==> src/rtl/onehot_cnt_encoder_pkg.sv <==
// Shared definitions for the count path: count width, count constants,
// the select-FSM state type and the one-hot-to-count helper. The helper is
// also usable from testbenches.
package onehot_cnt_encoder_pkg;

   localparam int CNT_W = 3;

   localparam logic [CNT_W-1:0] CNT_NONE = 3'd0;
   localparam logic [CNT_W-1:0] CNT_MIN  = 3'd1;
   localparam logic [CNT_W-1:0] CNT_MAX  = 3'd6;

   // One select line per legal count value.
   localparam int SEL_W = int'(CNT_MAX);

   typedef enum logic {
      S_IDLE = 1'b0,
      S_HELD = 1'b1
   } state_e;

   // Bit i maps to count i+1. Anything that is not exactly one-hot
   // (including all-zero) maps to CNT_NONE.
   function automatic logic [CNT_W-1:0] onehot_to_cnt(input logic [SEL_W-1:0] oh);
      logic [CNT_W-1:0] c;
      c = CNT_NONE;
      if ($onehot(oh)) begin
         for (int i = 0; i < SEL_W; i++) begin
            if (oh[i]) c = CNT_W'(i) + CNT_MIN;
         end
      end
      return c;
   endfunction

endpackage

==> src/rtl/onehot_sync_debounce.sv <==
// Two-flop synchroniser plus stability counter for a vector of asynchronous
// lines. The debounced vector d loads the synchronised vector once it has
// been seen unchanged for DEBOUNCE_CYCLES consecutive samples.
//
// Ports:
//   clk        system clock, rising edge
//   rst_n      synchronous active-low reset
//   raw_i      raw asynchronous lines
//   upd_o      d loads upd_val_o at the next edge (combinational strobe)
//   upd_val_o  synchronised vector s, the value d is about to load
//   d_o        current debounced vector
module onehot_sync_debounce #(
   parameter int W               = 6,
   parameter int DEBOUNCE_CYCLES = 4
) (
   input  logic         clk,
   input  logic         rst_n,
   input  logic [W-1:0] raw_i,
   output logic         upd_o,
   output logic [W-1:0] upd_val_o,
   output logic [W-1:0] d_o
);

   localparam logic [7:0] STB_MAX = 8'(DEBOUNCE_CYCLES - 1);

   logic [W-1:0] sync1_q;
   logic [W-1:0] s_q;
   logic [W-1:0] p_q;
   logic [W-1:0] d_q;
   logic [W-1:0] d_d;
   logic [7:0]   stb_q;
   logic [7:0]   stb_d;
   logic         same;
   logic         upd;

   always_comb begin
      same  = (s_q == p_q);
      upd   = same && (stb_q == STB_MAX);
      stb_d = stb_q;
      d_d   = d_q;
      // Any mismatch restarts the window; otherwise count up and saturate
      // so a long-held vector keeps reloading the same value harmlessly.
      if (!same) begin
         stb_d = '0;
      end else if (stb_q != STB_MAX) begin
         stb_d = stb_q + 8'd1;
      end
      if (upd) d_d = s_q;
   end

   always_ff @(posedge clk) begin
      if (!rst_n) begin
         sync1_q <= '0;
         s_q     <= '0;
         p_q     <= '0;
         stb_q   <= '0;
         d_q     <= '0;
      end else begin
         sync1_q <= raw_i;
         s_q     <= sync1_q;
         p_q     <= s_q;
         stb_q   <= stb_d;
         d_q     <= d_d;
      end
   end

   assign upd_o     = upd;
   assign upd_val_o = s_q;
   assign d_o       = d_q;

endmodule

==> src/rtl/onehot_cnt_encoder.sv <==
// Encodes six asynchronous select lines into the shared 1..6 count format
// and hands each accepted code once to the game controller.
//
// Handshake: cnt_out is transferred on every rising edge where
// cnt_valid && cnt_ready. While cnt_valid is high, cnt_out is held stable
// until that edge; cnt_ready has no effect while cnt_valid is low.
//
// Ports:
//   clk          system clock, rising edge
//   rst_n        synchronous active-low reset
//   in_onehot    raw select lines, bit i means count i+1
//   cnt_out      encoded count 1..6, 0 when nothing is held
//   cnt_valid    cnt_out holds an undelivered code
//   cnt_ready    consumer accepts cnt_out
//   err_multi    1-cycle pulse: debounced press had several bits set
//   overrun      1-cycle pulse: legal press dropped, previous code pending
//   fsm_state_o  debug view of the press FSM state
module onehot_cnt_encoder
   import onehot_cnt_encoder_pkg::*;
#(
   parameter int DEBOUNCE_CYCLES = 4
) (
   input  logic             clk,
   input  logic             rst_n,
   input  logic [SEL_W-1:0] in_onehot,
   output logic [CNT_W-1:0] cnt_out,
   output logic             cnt_valid,
   input  logic             cnt_ready,
   output logic             err_multi,
   output logic             overrun,
   output state_e           fsm_state_o
);

   logic             upd;
   logic [SEL_W-1:0] upd_val;
   logic [SEL_W-1:0] d;

   onehot_sync_debounce #(
      .W               (SEL_W),
      .DEBOUNCE_CYCLES (DEBOUNCE_CYCLES)
   ) u_sync_debounce (
      .clk       (clk),
      .rst_n     (rst_n),
      .raw_i     (in_onehot),
      .upd_o     (upd),
      .upd_val_o (upd_val),
      .d_o       (d)
   );

   state_e           state_q;
   logic [CNT_W-1:0] cnt_q;
   logic             valid_q;
   logic             err_q;
   logic             ovr_q;

   logic             press_ev;
   logic             rel_ev;
   logic [CNT_W-1:0] press_code;

   // Press/release are taken from the load strobe so the press is acted on
   // in the same edge that d takes its new value.
   always_comb begin
      press_ev   = (state_q == S_IDLE) && upd && (upd_val != '0) && (d == '0);
      rel_ev     = (state_q == S_HELD) && upd && (upd_val == '0) && (d != '0);
      press_code = onehot_to_cnt(upd_val);
   end

   always_ff @(posedge clk) begin
      if (!rst_n) begin
         state_q <= S_IDLE;
         cnt_q   <= CNT_NONE;
         valid_q <= 1'b0;
         err_q   <= 1'b0;
         ovr_q   <= 1'b0;
      end else begin
         err_q <= 1'b0;
         ovr_q <= 1'b0;
         if (valid_q && cnt_ready) begin
            valid_q <= 1'b0;
            cnt_q   <= CNT_NONE;
         end
         case (state_q)
            S_IDLE: begin
               if (press_ev) begin
                  // Multi-hot presses still enter S_HELD so a release is
                  // required before the next press is considered.
                  state_q <= S_HELD;
                  if (press_code != CNT_NONE) begin
                     // A code accepted this very edge frees the slot; the
                     // new load overrides the clear above.
                     if (!valid_q || cnt_ready) begin
                        cnt_q   <= press_code;
                        valid_q <= 1'b1;
                     end else begin
                        ovr_q <= 1'b1;
                     end
                  end else begin
                     err_q <= 1'b1;
                  end
               end
            end
            S_HELD: begin
               if (rel_ev) state_q <= S_IDLE;
            end
            default: state_q <= S_IDLE;
         endcase
      end
   end

   assign cnt_out     = cnt_q;
   assign cnt_valid   = valid_q;
   assign err_multi   = err_q;
   assign overrun     = ovr_q;
   assign fsm_state_o = state_q;

endmodule

==> config.mk <==
export PLATFORM = sky130hd
export DESIGN_NAME = onehot_cnt_encoder
export DESIGN_NICKNAME = d
export VERILOG_FILES = /design/src/rtl/onehot_cnt_encoder_pkg.sv /design/src/rtl/onehot_sync_debounce.sv /design/src/rtl/onehot_cnt_encoder.sv
export SDC_FILE = /design/constraint.sdc
export NUM_CORES = 1
export LEC_CHECK = 0
export BUFFER_PORTS_ARGS = -buffer_cell sky130_fd_sc_hd__buf_2
export CAP_MARGIN = 20
export CELL_PAD_IN_SITES_DETAIL_PLACEMENT = 1
export CELL_PAD_IN_SITES_GLOBAL_PLACEMENT = 1
export CORE_MARGIN = 2
export CORE_UTILIZATION = 40
export DETAILED_ROUTE_END_ITERATION = 6
export PLACE_DENSITY_LB_ADDON = 0.1
export SLEW_MARGIN = 20
export SYNTH_ARGS = -nofsm -noshare
export SYNTH_HDL_FRONTEND = slang
export SYNTH_SLANG_ARGS = --single-unit
==> constraint.sdc <==
create_clock -name clk -period 2.9 [get_ports clk]
set_clock_uncertainty 0.15 [all_clocks]
set_input_delay 0.29 -clock clk [delete_from_list [all_inputs] [get_ports clk]]
set_output_delay 0.29 -clock clk [all_outputs]
set_load 0.01 [all_outputs]
==> flow_summary.yaml <==
die:
  die_x_um: 68.4
  coreArea_um2: 4000
  rows: 23
  dieArea_um2: 4670
  ios: 16
  initial_utilization_pct: 41.4
  dieHeight_um: 68.4
sta:
  rsz0062_at_grt: "true"
  finalCriticalPeriod_ns: 3.05
  setup_ws_ns: -0.151
  tightest_slew_ns: 0.589
  maxSlewHeadroom_pct: 60.4
  setup_viol: 5
  fmax_mhz: 328
  period_share_pct: 105
  slew_violations: 0
  tns_ns: -0.485
  finalHoldViolations: 0
logic_synthesis:
  avgSynthCellArea_um2: 10.2
  syn_area_um2: 1660
  yosys_warnings: 0
  ys_ff_latch: 39
  netlist_instances: 163
  yosysUniqueCellTypes: 32
  ys.flop_type: "dfxtp_1"
  ys_seq_area_share_pct: 47.1
  syn_nets: 179
  synth-edff-count: 0
  synthArstFlopShare_pct: 0
final_layout:
  final_area_um2: 2010
  area_growth_pct: 21.3
  fillers: 464
  drive_above_1_share_pct: 25.0
  diodes: 0
  layout.nets: 207
grt:
  grt_max_degree: 34
  grt_pass1_vias: 1272
  antenna_found_initial: 0
  grt_pass1_wl_mm: 5.84
  grt.total_usage_pct: 17.3
  overflow: 0
clock_network:
  cts_buffer_depth: 2
  cts.sinks: 39
  clkLatencyLatePin_ns: 0.29
  root_buffer: "clkbuf_8"
  cts_tree: "done"
  cts-htree-levels: 2
  cts.reportedPaths.clkPinSlew_ns: 0.08
  post-cts-setup-buffers: 0
  ctsHoldBuffers: 0
  cts_made_buffers: 5
place:
  globalplace.congestion: 0.783
  port_buffers: 15
  hpwlAfterDp_mm: 2.56
  dp_slack_ns: -0.156
  dpl_cell_area_um2: 1860
detailed_routing:
  avgRoutedWirePerCell_um: 13.9
  routed_via_density: 4.90
  met3_length_um: 116
  wl_met1_mm: 1.46
  drtIter0Drc: 43
  routed_wl_mm: 3.37
  drcViolationCount: 0
  antenna_left: 0
  route.met2.wl_mm: 1.76
  dr.pass1.iters: 4
  num_vias: 1186
  top_layer: "met4"
setup_path:
  crit_path_end_kind: "register"
  crit_path_frequent_cell: "fa_1"
  r2r-start: "u_sync_debounce.upd_val_o[3]"
  crit_path_max_fanout: 4
  reg2reg_setup_slack_ns: -0.15
  worstPathArrival_ns: 3.12
  r2r_end: "cnt_out[0]"
  critPathTopFamily: "adder cells"
  slowest_stage: "fa_1"
  criticalPathCategory: "reg -> reg"
  rr_worst_depth: 10
  crit_end: "cnt_out[0]"
  critPathLaunch: "u_sync_debounce.upd_val_o[3]"
  path_cells: "inv_2 > fa_1 > fa_1 > inv_1 > ha_2 > fa_1 > nor3b_2 > o21a_2 > nand4_4 > mux2i_1"
  cp-start-kind: "register"
  worstSetupPathDepth: 10
  cpPeakStageDelay_ns: 0.49
  cp_num_buf_inv: 2
  required_ns: 2.97
pwr:
  powerDensity_nw_per_um2: 598
  combPwrFrac_pct: 9.0
  p_sw_share_pct: 21.5
  seq_power_share_pct: 46.3
  peakVddDrop_mv: 0.412
  power.internal_uw: 942
  p_leak_nw: 0.866
  p_sw_uw: 259
  clockPowerShare_pct: 44.7
run:
  maxCapViolations: 0
outcome:
  status: "complete, but fails checks"
  violations: "setup timing"
worst_hold_path:
  hold_class: "in -> reg"
metal layers:
metal  track usage (%)  vias up
met5                 0        -
met4              7.00        0
met3              5.76        5
met2              29.6       16
met1              19.6      570
li1                  -      595
area by class of cell:
| cell class | count | area (um^2) | share of cell area [%] |
|---|---|---|---|
| Clock buffer | 5 | 68.8 | 3.42 |
| Multi-Input combinational cell | 112 | 846 | 42.1 |
| Inverter | 8 | 30.0 | 1.49 |
| Timing Repair Buffer | 25 | 150 | 7.47 |
| Clock inverter | 3 | 67.6 | 3.36 |
| Tap cell | 50 | 62.6 | 3.11 |
| Sequential cell | 39 | 785 | 39.0 |
what timing repair did:
item,in CTS,in global routing
resized for setup,5,1
pin swaps,1,0
setup endpoints to repair,5,6
endpoints found under the hold margin,0,0
how the worst min path moves through the flow:
| stage | from | to | slack, ns | cells past startpoint |
|---|---|---|---|---|
| floorplan | u_sync_debounce.sync1_q[0] | u_sync_debounce.upd_val_o[0] | 0.26 | 1 |
| global placement | u_sync_debounce.sync1_q[4] | u_sync_debounce.upd_val_o[4] | 0.27 | 1 |
| detailed placement | u_sync_debounce.sync1_q[4] | u_sync_debounce.upd_val_o[4] | 0.27 | 1 |
| CTS | in_onehot[2] | u_sync_debounce.sync1_q[2] | 0.03 | 2 |
| global route | in_onehot[3] | u_sync_debounce.sync1_q[3] | 0.04 | 2 |
| finish | in_onehot[2] | u_sync_debounce.sync1_q[2] | 0.05 | 2 |
registers in the layout, indices dropped and copies added (netlist names):
register / cells
u_sync_debounce.upd_val_o: 6
u_sync_debounce.p_q: 6
u_sync_debounce.d_o: 6
err_multi: 1
cnt_valid: 1
overrun: 1
fsm_state_o: 1
cnt_out: 3
u_sync_debounce.sync1_q: 6
u_sync_debounce.stb_q: 8
cell usage after synthesis, types with 2 or more instances:
| cell | count | area share [%] |
|---|---|---|
| a21boi_0 | 4 | 1.8 |
| and2_1 | 18 | 6.8 |
| and3_1 | 4 | 1.5 |
| clkbuf_1 | 3 | 0.68 |
| dfxtp_1 | 39 | 47 |
| fa_1 | 3 | 3.6 |
| ha_1 | 4 | 3.0 |
| inv_1 | 8 | 1.8 |
| mux2i_1 | 10 | 6.0 |
| nand2_1 | 7 | 1.6 |
| nand3_1 | 8 | 2.4 |
| nor2_1 | 11 | 2.5 |
| nor2b_1 | 6 | 2.3 |
| nor3_1 | 4 | 1.2 |
| nor3b_1 | 3 | 1.4 |
| o21a_1 | 2 | 0.91 |
| o21ai_0 | 2 | 0.60 |
| or3_1 | 2 | 0.76 |
| xnor2_1 | 4 | 2.1 |
| xor2_1 | 9 | 4.8 |
worst register-to-register path, cell delays in order (launching register included):
cell	delay, ns
dfxtp_2	0.34
inv_2	0.04
fa_1	0.49
fa_1	0.49
inv_1	0.05
ha_2	0.17
fa_1	0.44
nor3b_2	0.26
o21a_2	0.24
nand4_4	0.10
mux2i_1	0.21
cell usage in the layout, fill, tap and decap left out, types with 2 or more instances in the layout:
master,n
nor2b_1,6
inv_1,6
nor2_1,11
mux2i_1,10
nand3_1,8
a21boi_1,2
buf_2,15
nor3b_1,2
dfxtp_2,3
or3_1,2
dfxtp_1,36
fa_1,3
buf_4,10
clkbuf_8,5
ha_1,3
xor2_1,9
a21boi_0,2
xnor2_1,4
bufinv_16,2
inv_2,2
and3_1,3
and2_1,18
nand2_1,7
nor3_1,3
power by group through the flow:
| stage | logic, mW | registers (mW) | clock network, mW |
|---|---|---|---|
| finish | 0.108 | 0.556 | 0.537 |
| global route | 0.120 | 0.557 | 0.579 |
| CTS | 0.109 | 0.556 | 0.559 |
| detailed placement | 0.104 | 0.568 | 0 |
| global placement | 0.0987 | 0.568 | 0 |
| floorplan | 0.0645 | 0.570 | 0 |
logic make-up (layout without fill, tap and decap cells):
kind of cell | after synthesis | in the layout | share of synthesized area (%)
simple gates | 70 | 70 | 24.7
flops | 39 | 39 | 47.1
xor+xnor | 13 | 13 | 6.87
buf+inv | 12 | 41 | 3.17
compound gates | 11 | 11 | 4.53
mux | 11 | 11 | 6.95
fa+ha+maj | 7 | 7 | 6.65
per-stage QoR:
step | utilization (%) | hold WS [ns] | power, mW | cells
2_1_floorplan | - | 0.262 | 0.634 | 163
3_3_place_gp | 46.4 | 0.266 | 0.667 | 234
3_5_place_dp | 46.4 | 0.272 | 0.673 | 234
4_1_cts | 50.1 | 0.0293 | 1.22 | 242
5_1_grt | 50.2 | 0.0361 | 1.26 | 242
6_report | 50.2 | 0.0456 | 1.20 | 242
Power figures use the tool's default switching activity.
